`src/rtl/shift_result_tx_pkg.sv`:
```
// -----------------------------------------------------------------------------
// shift_result_tx_pkg
// Shared types and constants for the shift_result_tx serial transmitter:
//   - FSM state type (the PARITY state exists only when
//     SHIFT_RESULT_TX_PARITY_EN is defined)
//   - frame-length constants
//   - bit positions of the fields packed into ui_in / uo_out
// Macro: SHIFT_RESULT_TX_PARITY_EN (adds an even-parity bit, 11-bit frame)
// -----------------------------------------------------------------------------
package shift_result_tx_pkg;

`ifdef SHIFT_RESULT_TX_PARITY_EN
  typedef enum logic [2:0] {IDLE, START, DATA, PARITY, STOP} state_t;
  localparam int FRAME_BITS = 11;
`else
  typedef enum logic [2:0] {IDLE, START, DATA, STOP} state_t;
  localparam int FRAME_BITS = 10;
`endif

  localparam int         DATA_BITS    = 8;
  localparam int         NIB_W        = 4;
  localparam logic [2:0] LAST_BIT_IDX = 3'd7;

  // ui_in field positions ([3:0] is the nibble)
  localparam int UI_WR_LO = 4;
  localparam int UI_WR_HI = 5;
  localparam int UI_SEND  = 6;
  localparam int UI_TICK  = 7;

  // uo_out field positions
  localparam int UO_TXD         = 0;
  localparam int UO_BUSY        = 1;
  localparam int UO_PENDING     = 2;
  localparam int UO_DONE        = 3;
  localparam int UO_OVERRUN     = 4;
  localparam int UO_BIT_IDX_LSB = 5;

endpackage

```
`src/rtl/shift_result_tx_hold.sv`:
```
// -----------------------------------------------------------------------------
// shift_result_tx_hold
// Holding register, pending flag and sticky overrun flag.
// Ports:
//   clk, rst_n      clock, asynchronous active-low reset
//   i_nibble        nibble written into hold
//   i_wr_lo/i_wr_hi write nibble into hold[3:0] / hold[7:4] (only while idle)
//   i_send          request transmission of hold
//   i_transfer      FSM copies hold into its shift register this cycle
//   o_hold          holding register contents
//   o_pending       a send request is waiting for the FSM
//   o_overrun       sticky: a send was dropped because one was already waiting
// -----------------------------------------------------------------------------
module shift_result_tx_hold
  import shift_result_tx_pkg::*;
(
  input  logic                 clk,
  input  logic                 rst_n,
  input  logic [NIB_W-1:0]     i_nibble,
  input  logic                 i_wr_lo,
  input  logic                 i_wr_hi,
  input  logic                 i_send,
  input  logic                 i_transfer,
  output logic [DATA_BITS-1:0] o_hold,
  output logic                 o_pending,
  output logic                 o_overrun
);

  logic [DATA_BITS-1:0] r_hold;
  logic                 r_pending;
  logic                 r_overrun;
  logic                 w_accept;
  logic                 w_drop;

  // A send is accepted when nothing is waiting, or when the waiting request
  // is leaving for the shifter on this very edge.
  assign w_accept = i_send & (~r_pending | i_transfer);
  assign w_drop   = i_send & r_pending & ~i_transfer;

  always_ff @(posedge clk or negedge rst_n) begin
    if (!rst_n) begin
      r_hold    <= '0;
      r_pending <= 1'b0;
      r_overrun <= 1'b0;
    end else begin
      // hold is frozen while a request is waiting so the queued byte is stable
      if (!r_pending) begin
        if (i_wr_lo) r_hold[3:0] <= i_nibble;
        if (i_wr_hi) r_hold[7:4] <= i_nibble;
      end
      if (w_accept)        r_pending <= 1'b1;
      else if (i_transfer) r_pending <= 1'b0;
      if (w_drop)          r_overrun <= 1'b1;
    end
  end

  assign o_hold    = r_hold;
  assign o_pending = r_pending;
  assign o_overrun = r_overrun;

endmodule

```
`src/rtl/shift_result_tx.sv`:
```
// -----------------------------------------------------------------------------
// shift_result_tx
// Byte-wide serial transmitter: start bit (0), 8 data bits MSB first,
// optional even-parity bit, stop bit (1). Bit rate set by the tick enable.
// Ports:
//   clk     rising-edge clock
//   rst_n   asynchronous active-low reset
//   ui_in   [3:0] nibble, [4] wr_lo, [5] wr_hi, [6] send, [7] tick
//   uo_out  [0] txd, [1] busy, [2] pending, [3] done, [4] overrun,
//           [7:5] bit_idx
// Macro: SHIFT_RESULT_TX_PARITY_EN adds the PARITY state (11-bit frame).
// -----------------------------------------------------------------------------
module shift_result_tx
  import shift_result_tx_pkg::*;
(
  input  logic       clk,
  input  logic       rst_n,
  input  logic [7:0] ui_in,
  output logic [7:0] uo_out
);

  state_t               r_state;
  state_t               w_state_next;
  logic [DATA_BITS-1:0] r_shift;
  logic [2:0]           r_bit_idx;
  logic                 r_done;
  logic [DATA_BITS-1:0] w_hold;
  logic                 w_pending;
  logic                 w_overrun;
  logic                 w_transfer;
  logic                 w_tick;
  logic                 w_txd;
`ifdef SHIFT_RESULT_TX_PARITY_EN
  logic                 r_parity;
`endif

  assign w_tick = ui_in[UI_TICK];

  // Loading the shifter is not paced by tick, so a waiting byte starts its
  // frame one cycle after the FSM reaches IDLE.
  assign w_transfer = (r_state == IDLE) & w_pending;

  shift_result_tx_hold u_hold (
    .clk        (clk),
    .rst_n      (rst_n),
    .i_nibble   (ui_in[NIB_W-1:0]),
    .i_wr_lo    (ui_in[UI_WR_LO]),
    .i_wr_hi    (ui_in[UI_WR_HI]),
    .i_send     (ui_in[UI_SEND]),
    .i_transfer (w_transfer),
    .o_hold     (w_hold),
    .o_pending  (w_pending),
    .o_overrun  (w_overrun)
  );

  always_comb begin
    w_state_next = r_state;
    case (r_state)
      IDLE:  if (w_pending) w_state_next = START;
      START: if (w_tick)    w_state_next = DATA;
      DATA: begin
        if (w_tick && (r_bit_idx == LAST_BIT_IDX)) begin
`ifdef SHIFT_RESULT_TX_PARITY_EN
          w_state_next = PARITY;
`else
          w_state_next = STOP;
`endif
        end
      end
`ifdef SHIFT_RESULT_TX_PARITY_EN
      PARITY: if (w_tick) w_state_next = STOP;
`endif
      STOP:  if (w_tick)    w_state_next = IDLE;
      default:              w_state_next = IDLE;
    endcase
  end

  always_ff @(posedge clk or negedge rst_n) begin
    if (!rst_n) begin
      r_state   <= IDLE;
      r_shift   <= '0;
      r_bit_idx <= '0;
      r_done    <= 1'b0;
`ifdef SHIFT_RESULT_TX_PARITY_EN
      r_parity  <= 1'b0;
`endif
    end else begin
      r_state <= w_state_next;
      r_done  <= (r_state == STOP) && w_tick;
      if (w_transfer) begin
        r_shift  <= w_hold;
`ifdef SHIFT_RESULT_TX_PARITY_EN
        // captured up front because the shifter destroys the byte
        r_parity <= ^w_hold;
`endif
      end
      if (r_state == START) begin
        r_bit_idx <= '0;
      end else if ((r_state == DATA) && w_tick) begin
        r_shift   <= r_shift << 1;
        // 3-bit counter wraps 7 -> 0, leaving bit_idx at 0 outside DATA
        r_bit_idx <= r_bit_idx + 3'd1;
      end
    end
  end

  always_comb begin
    w_txd = 1'b1;
    case (r_state)
      START:  w_txd = 1'b0;
      DATA:   w_txd = r_shift[DATA_BITS-1];
`ifdef SHIFT_RESULT_TX_PARITY_EN
      PARITY: w_txd = r_parity;
`endif
      default: w_txd = 1'b1;
    endcase
  end

  assign uo_out[UO_TXD]                 = w_txd;
  assign uo_out[UO_BUSY]                = (r_state != IDLE);
  assign uo_out[UO_PENDING]             = w_pending;
  assign uo_out[UO_DONE]                = r_done;
  assign uo_out[UO_OVERRUN]             = w_overrun;
  assign uo_out[UO_BIT_IDX_LSB +: 3]    = r_bit_idx;

endmodule

```
`config.mk`:
```
export PLATFORM = sky130hd
export DESIGN_NAME = shift_result_tx
export DESIGN_NICKNAME = d
export VERILOG_FILES = /design/src/rtl/shift_result_tx_pkg.sv /design/src/rtl/shift_result_tx_hold.sv /design/src/rtl/shift_result_tx.sv
export SDC_FILE = /design/constraint.sdc
export NUM_CORES = 1
export LEC_CHECK = 0
export BUFFER_PORTS_ARGS = -buffer_cell sky130_fd_sc_hd__clkbuf_2
export CAP_MARGIN = 10
export CORE_UTILIZATION = 62
export CTS_BUF_LIST = sky130_fd_sc_hd__clkbuf_2 sky130_fd_sc_hd__clkbuf_4 sky130_fd_sc_hd__clkbuf_8
export DETAILED_ROUTE_END_ITERATION = 7
export PLACE_DENSITY = 0.9
export SLEW_MARGIN = 25
export SYNTH_ARGS = -nofsm -noshare
export SYNTH_HDL_FRONTEND = slang
export SYNTH_SLANG_ARGS = --single-unit
```
`constraint.sdc`:
```
create_clock -name clk -period 2.65 [get_ports clk]
set_input_delay 0.1325 -clock clk [delete_from_list [all_inputs] [get_ports clk]]
set_output_delay 0.1325 -clock clk [all_outputs]
set_load 0.02 [all_outputs]
```
* After elaboration in Yosys (flattened, before gate mapping)
Cells that the tools add are included.
Operators by class: bitwise operators 7, multiplexer cells 13, reductions and logical operators 10, $add $sub $neg 1, equal/unequal tests 8
Operators with widths (number):
- 8-bit two-way mux | 3
- 3-bit two-way mux | 6
- 3-bit one-hot mux with 4 select lines | 1
- 3-bit by 2-bit == test with 1-bit output, second input constant | 2
- 2-bit != test, second input constant | 3
- 1-bit bitwise AND | 4
- 2-bit AND reduction | 2
- 4-bit AND reduction | 1
- 2-bit nonzero test | 2
- 3-bit by 1-bit adder with 3-bit output, second input constant | 1
- 3-bit by 1-bit == test with 1-bit output, second input constant | 1
- 3-bit == test, second input constant | 1
- 1-bit logical AND | 3
- 3-bit logical NOT | 1
- 3-bit nonzero test | 1
- 1-bit two-way mux | 2
- 2-bit by 1-bit != test with 1-bit output, second input constant | 1
- 1-bit NOT | 2
- 1-bit one-hot mux with 2 select lines | 1
- 1-bit bitwise OR | 1
Storage, ports and cells: flip-flop bits (word level) 25, input bits 10, output and inout bits 8, word-level logic and storage cells 47

* Longest topological paths before layout
Gate-level depths: netlist of run 1.
word-level depth 5, mapped depth 6, mapped depth without buffers 5

* Modules after synthesis
Synthesis of run 1 repeated with hierarchy kept, for this count alone.
Unflattened totals: cells, all modules 100, area total of the unflattened synthesis 1178.6 µm²
By module, submodules not included:
- shift_result_tx | cells each 77, area each 774.5 µm², seq. area each 350.3 µm², instances 1
- shift_result_tx_hold | cells each 23, area each 404.1 µm², seq. area each 250.2 µm², instances 1

* Worst setup path after synthesis of run 1
No wires, ideal clock.
path kind reg2reg, start point register r_bit_idx[0], end point register r_state[1], data required time 2525 ps, clock period less this slack 1562 ps, data arrival time 1437 ps, stages on the path, launching flop included 6, slack 1088 ps, buffers on the path 0, library setup time 125 ps, path through dfrtp_1 > ha_1 > ha_1 > a21bo_1 > o211ai_2 > mux2_4
On the way: word-level cells in the longest chain between the ends 4
Ends and longest elaborated chain:
- start: declaration | RTL line shift_result_tx.sv:25 | logic [2:0] r_bit_idx;
- start signal: assignment | RTL line shift_result_tx.sv:102 | r_bit_idx <= r_bit_idx + 3'd1;
- 3-bit == test | RTL line shift_result_tx.sv:62 | if (w_tick && (r_bit_idx == LAST_BIT_IDX)) begin
- 1-bit logical AND | RTL line shift_result_tx.sv:62
- 2-bit != test (no source line)
- 4-bit AND reduction (no source line)
- end signal: assignment | RTL line shift_result_tx.sv:88 | r_state <= w_state_next;
- end: declaration | RTL line shift_result_tx.sv:22 | state_t r_state;
Every way passes these cells. A chain may end at the register's enable or synchronous reset.

* Final worst setup path of run 1
start point register r_state[0], end point register r_shift[4]
On the way: word-level cells in the longest chain between the ends 5, elaborated cells on any way between the ends 8, those cells by class eq/ne: 2; mux: 3; bitwise: 1; reduce/logical: 2
Ends and longest elaborated chain:
- 3-bit logical NOT | RTL line shift_result_tx.sv:41 | assign w_transfer = (r_state == IDLE) & w_pending;
- 1-bit bitwise AND | RTL line shift_result_tx.sv:41
- 8-bit two-way mux | RTL line shift_result_tx.sv:90 | if (w_transfer) begin
- 8-bit two-way mux | RTL line shift_result_tx.sv:99 | end else if ((r_state == DATA) && w_tick) begin
- 8-bit two-way mux (*) | RTL line shift_result_tx.sv:97 | if (r_state == START) begin
- end signal: assignment | RTL line shift_result_tx.sv:91 | r_shift <= w_hold;
- end signal: assignment | RTL line shift_result_tx.sv:100 | r_shift <= r_shift << 1;
- end: declaration | RTL line shift_result_tx.sv:24 | logic [DATA_BITS-1:0] r_shift;
Every way passes the cells marked *; elsewhere a longest branch is shown, timed or not.

==> flow_summary.yaml, run 1 <==
clocking:
  cts_resized: 0
  cts_tree: "yes"
  root_buffer: "clkbuf_4"
  cts.sinks: 24
  clockBufferDepth: 2
  htreeDepth: 1
  clk-insertion-delay-late_ns: 0.30
  path_clk_slew_ns: 0.13
  cts_buffers: 3
yosys:
  ys_warn_count: 0
  synth.avg_cell_area_sq_um: 11.8
  synth_seq_area_share_pct: 52.7
  synthesis.area_sq_um: 1140
  synth_top_area_share_pct: 52.7
  synth_area_leaders: "dfrtp_1 53%, mux2_2 7.9%, ha_1 6.6%"
  synth_fp_nets: 113
  ys_types: 26
  synth.ff_latch_count: 24
  synth_top_cell_by_area: "dfrtp_1"
  syn_inst: 97
hold_path:
  hold_class: "in -> reg"
  min_to: "u_hold.o_pending"
  min_from: "ui_in[6]"
  hold_depth: 2
sta:
  fin_crit_ns: 1.64
  clock_skew_ns: 0.00406
  drv_slew: 0
  setup_viol: 0
  hold_viol: 0
  final.setup.tns_ns: 0
  slew-limit-headroom_pct: 62.2
  tightest_slew_ns: 0.566
  fin_crit_sh_pct: 61.9
  rsz0062_at_grt: "false"
  fmax_ghz: 0.610
floorplanning:
  fp-row-count: 15
  die_area_sq_um: 2010
  pin_count: 18
  chipWidth_um: 44.9
  die_height_um: 44.9
  core-area_sq_um: 1730
  start_util_pct: 66.0
power:
  cellLeakagePower_nw: 0.640
  p_seq_share_pct: 41.3
  sw_frac_of_total_pct: 36.3
  power_frac_comb_pct: 42.3
  irDropWorstVdd_uv: 710
  intPower_w: 0.00101
  clkPwrFrac_pct: 16.4
  net-switching-power_w: 0.000573
  power.total_w: 0.00158
  p_per_area_nw_per_um2: 1230
worst_setup_path:
  critical_path.endpoint_type: "flip-flop"
  cp.required_ns: 2.83
  startpoint_type: "flip-flop"
  path_class: "reg -> reg"
  ff2ff_setup_slack_ns: 1.01
  critPathArrivalTime_ns: 1.82
  path_buf_inv: 1
  r2r_start: "r_state[0]"
  path_cells: "inv_1 -> ha_1 -> nand3b_1 -> nor2_1 -> a21oi_1"
  worstReg2RegEnd: "r_shift[4]"
  crit_family: "simple AND/OR/NAND/NOR gates"
  rr_worst_depth: 5
  crit_path_max_fanout: 15
  slowest_stage: "dfrtp_1"
  max_stage_delay_ns: 0.44
grt:
  grt_usage_pct: 21.2
  grt_overflow: 0
  grt_pass1_wl_um: 3040
  antenna_found_initial: 0
  grt_max_degree: 25
  grt_pass1_vias: 712
finish:
  fin_util_pct: 74.2
  antenna_cells: 0
  area_growth_syn_to_layout_pct: 12.4
  nNetsFinal: 131
  layout_common_cells: "24 x dfrtp_1, 17 x clkbuf_2, 10 x nor2_1"
  layout_commonest_cell: "dfrtp_1"
  fillers: 128
  drive_above_1_share_pct: 30.7
detailed_routing:
  routedWlPerCell_um: 13.0
  drc: 0
  drt-met1-wl_um: 879
  wl_met2_um: 863
  final_antenna_net_count: 0
  first_pass_iters: 5
  wl_met3_um: 52
  viasPerCell: 5.47
  top_layer_used: "met4"
  via_count: 761
  drt_iter0_markers: 17
  routed_wl_um: 1810
place:
  port_buffers: 17
  place_congestion: 0.781
  dp_hpwl_um: 1390
run_status:
  status: "completed"
run:
  maxCapViolations: 0
## state kept, by name (all words and copies together) (netlist names)
register,cells
r_bit_idx,3
r_done,1
r_shift,8
r_state,2
u_hold.o_hold,8
u_hold.o_overrun,1
u_hold.o_pending,1
## layer usage
layer  GRT usage [%]  vias up
li1                -      371
met1            29.3      370
met2            33.5       18
met3            2.80        2
met4            9.70        0
met5               0        -
## how the worst max path moves through the flow
stage / start / cells after the start / end / slack (ns)
2_1_floorplan: r_bit_idx[0] / 5 / r_state[1] / 1.09
3_3_place_gp: r_state[0] / 5 / r_state[1] / 1.09
3_5_place_dp: r_state[0] / 5 / r_shift[6] / 1.05
4_1_cts: r_state[0] / 4 / uo_out[0] / 1.0
5_1_grt: r_state[0] / 5 / r_shift[4] / 0.81
6_report: r_state[0] / 5 / r_shift[4] / 1.01
## timing repair
item,in CTS,in global routing
hold endpoints to repair,24,0
buffers inserted,0,0
hold buffers,1,0
## power groups by stage
stage	Sequential, W	Combinational (W)	Clock, W
final	0.000652	0.000668	0.000259
after global routing	0.000676	0.000743	0.000271
after CTS	0.000653	0.000676	0.000264
after detailed placement	0.000663	0.000665	0
after global placement	0.000651	0.000637	0
after floorplan	0.000643	0.000542	0
## through the flow
| stage | hold WS (ns) | instance area (sq um) | setup WS (ns) | cells |
|---|---|---|---|---|
| after floorplan | -0.163 | 1140 | 1.09 | 97 |
| after global placement | 0.153 | 1220 | 1.09 | 134 |
| after CTS | 0.0158 | 1280 | 0.997 | 139 |
| final | 0.0249 | 1280 | 1.01 | 139 |
| after global routing | 0.0332 | 1280 | 0.806 | 139 |
| after detailed placement | 0.150 | 1220 | 1.05 | 134 |
## cells in the mapped netlist
cell type,number
dfrtp_1,24
nor2_1,10
a21oi_1,9
mux2_2,8
mux2i_1,7
ha_1,6
buf_4,5
nand2_1,5
inv_1,3
nand3_1,3
nor2b_1,2
a21bo_1,1
a21boi_0,1
a21o_1,1
a31o_2,1
a32o_1,1
and2_2,1
and2b_2,1
mux2_4,1
nand2_2,1
nand2b_1,1
nand3b_1,1
nor3_1,1
o211ai_2,1
o21ai_0,1
xor2_1,1
## cells by family after synthesis
logic type | Yosys count | share of synthesized area (%)
AOI/OAI and AO/OA | 16 | 9.33
xor gates and xnor gates | 1 | 0.769
adders and majority gates | 6 | 6.59
buffers and inverters | 8 | 4.28
DFF | 24 | 52.7
muxes | 16 | 15.4
and+or+nand+nor | 26 | 11.0
## final cells by class
cell class              instances  area, sq um  area share, %
well taps                      25         31.3           2.44
flip-flops and latches         24          601           46.9
repair buffers                 18         95.1           7.42
multi-input cells              65          490           38.3
clock buffers                   3         22.5           1.76
clock inverters                 1         30.0           2.34
inverters                       3         11.3          0.879
Note: power is estimated with default switching activity, not from simulation.
==> run 2, diff against run 1 <==
CORE_UTILIZATION = 52   (was 62)
PLACE_DENSITY = 0.81   (was 0.9)
clock period = 1.35 ns   (was 2.65 ns; I/O delays follow)
==> run 2 against run 1 <==
Compared with the run above:
- the flow now finishes with violations (setup timing)
- utilization rose by 8.4 points
- sequential power rose by 110%
- routed wire length rose by 46%
- global-route usage rose by 0.68 points
- cell count rose by 18%
- worst setup slack got worse by 1.2 ns
- register-to-register slack got worse by 1.2 ns
- clock skew rose by 0.0039 ns
- total power rose to 2.5 times the previous value
- sequential share of layout area fell by 10 points
==> flow_summary.yaml, run 2 (synthesis gave the netlist of run 1 again) <==
floorplanning:
  chipWidth_um: 48.8
  die_area_sq_um: 2380
  core-area_sq_um: 2000
  start_util_pct: 56.9
  fp-row-count: 16
  pin_count: 18
  die_height_um: 48.8
sta:
  tightest_slew_ns: 0.572
  worst_slack_ns: -0.157
  fmax_ghz: 0.663
  fin_crit_ns: 1.51
  hold_viol: 0
  drv_slew: 0
  slew-limit-headroom_pct: 61.9
  rsz0062_at_grt: "true"
  setup_viol: 12
  final.setup.tns_ns: -1.36
  clock_skew_ns: 0.00795
  fin_crit_sh_pct: 112
  whs_ns: 0.102
clocking:
  root_buffer: "clkbuf_4"
  path_clk_slew_ns: 0.12
  cts_tree: "yes"
  cts.sinks: 24
  htreeDepth: 1
  clk-insertion-delay-late_ns: 0.31
  clockBufferDepth: 2
  cts_buffers: 3
worst_setup_path:
  path_buf_inv: 2
  path_class: "reg -> reg"
  critical_path.endpoint_type: "flip-flop"
  crit_path_max_fanout: 4
  path_cells: "inv_4 -> ha_4 -> buf_4 -> nor2_4 -> o211ai_2 -> mux2_4"
  slowest_stage: "dfrtp_2"
  critPathArrivalTime_ns: 1.71
  max_stage_delay_ns: 0.48
  rr_worst_depth: 6
  crit_family: "flip-flops"
  worstReg2RegEnd: "r_state[1]"
  r2r_start: "r_state[1]"
  startpoint_type: "flip-flop"
  cp.required_ns: 1.55
  ff2ff_setup_slack_ns: -0.16
power:
  irDropWorstVdd_uv: 1750
  sw_frac_of_total_pct: 39.0
  p_seq_share_pct: 34.4
  power_frac_comb_pct: 56.3
  net-switching-power_w: 0.00155
  p_per_area_nw_per_um2: 2400
  clkPwrFrac_pct: 9.4
  intPower_w: 0.00242
  cellLeakagePower_nw: 0.763
hold_path:
  min_to: "r_bit_idx[1]"
  hold_class: "in -> reg"
  min_from: "ui_in[7]"
  hold_depth: 3
grt:
  grt_pass1_wl_um: 3940
  grt_max_degree: 25
  grt_overflow: 0
  grt_usage_pct: 21.9
  antenna_found_initial: 0
  grt_pass1_vias: 882
detailed_routing:
  via_count: 887
  first_pass_iters: 4
  final_antenna_net_count: 0
  drt_iter0_markers: 8
  viasPerCell: 5.41
  drc: 0
  routedWlPerCell_um: 16.1
  routed_wl_um: 2640
finish:
  antenna_cells: 0
  nNetsFinal: 154
  layout_common_cells: "21 x dfrtp_1, 15 x clkbuf_2, 12 x buf_4"
  area_growth_syn_to_layout_pct: 45.1
  layout_commonest_cell: "dfrtp_1"
  fillers: 107
  drive_above_1_share_pct: 56.9
  fin_util_pct: 82.6
place:
  dp_hpwl_um: 1480
  port_buffers: 17
  place_congestion: 0.742
run:
  maxCapViolations: 0
run_status:
  violations: "setup timing"
  status: "finished with violations"
-- run 2: cell count changes in the layout (fill, tap and decap cells not counted), sizes merged --
cell | previous run | this run
bufinv | 1 | 0
clkbuf | 20 | 19
dlygate4sd3 | 1 | 6
buf | 0 | 20
-- run 2: worst max-delay path by stage --
stage,start,endpoint,slack [ns],cells past startpoint
final,r_state[1],r_state[1],-0.16,6
after global routing,r_state[0],uo_out[0],-0.23,6
after CTS,r_state[1],uo_out[0],-0.13,5
after detailed placement,r_bit_idx[1],r_state[1],-0.09,5
after global placement,r_bit_idx[1],r_state[1],-0.06,5
after floorplan,r_bit_idx[1],r_state[1],-0.11,5
-- run 2: power groups by stage --
stage / Sequential (W) / Combinational [W] / Clock [W]
final: 0.00136 / 0.00223 / 0.000372
after global placement: 0.00125 / 0.00143 / 0
after global routing: 0.00140 / 0.00241 / 0.000410
after detailed placement: 0.00127 / 0.00150 / 0
after CTS: 0.00131 / 0.00189 / 0.000372
after floorplan: 0.00127 / 0.00107 / 0
-- run 2: routing by layer --
layer	routed length (um)	vias to the layer above	track usage, %
li1	-	414	-
met1	1130	445	27.9
met2	1420	24	38.4
met3	78	4	3.12
met4	17	0	6.86
met5	0	-	0
-- run 2: stage by stage --
step | power (W) | cells | setup slack [ns] | cell area [sq um]
after global routing | 0.00422 | 164 | -0.227 | 1650
after floorplan | 0.00233 | 97 | -0.111 | 1150
after detailed placement | 0.00277 | 146 | -0.0892 | 1300
after global placement | 0.00268 | 146 | -0.0601 | 1300
final | 0.00397 | 164 | -0.157 | 1650
after CTS | 0.00358 | 158 | -0.132 | 1540
-- run 2: layout make-up --
type	count	area, sq um	area share [%]
multi-input combinational	65	644	39.0
sequential	24	604	36.5
timing repair buffer	41	319	19.3
clock buffer	4	36.3	2.19
tap	27	33.8	2.04
inverter	3	16.3	0.983
-- run 2: worst register-to-register path: stages, from the launching register on --
cell	delay, ns
dfrtp_2	0.48
inv_4	0.10
ha_4	0.16
buf_4	0.12
nor2_4	0.03
o211ai_2	0.19
mux2_4	0.32
-- run 2: timing repair --
item	in CTS	in global routing
endpoints found under the hold margin	27	3
cloned	1	0
setup buffers	4	4
pin swaps	6	4
hold buffers	4	2
resized for setup	36	15
setup endpoints to repair	11	12
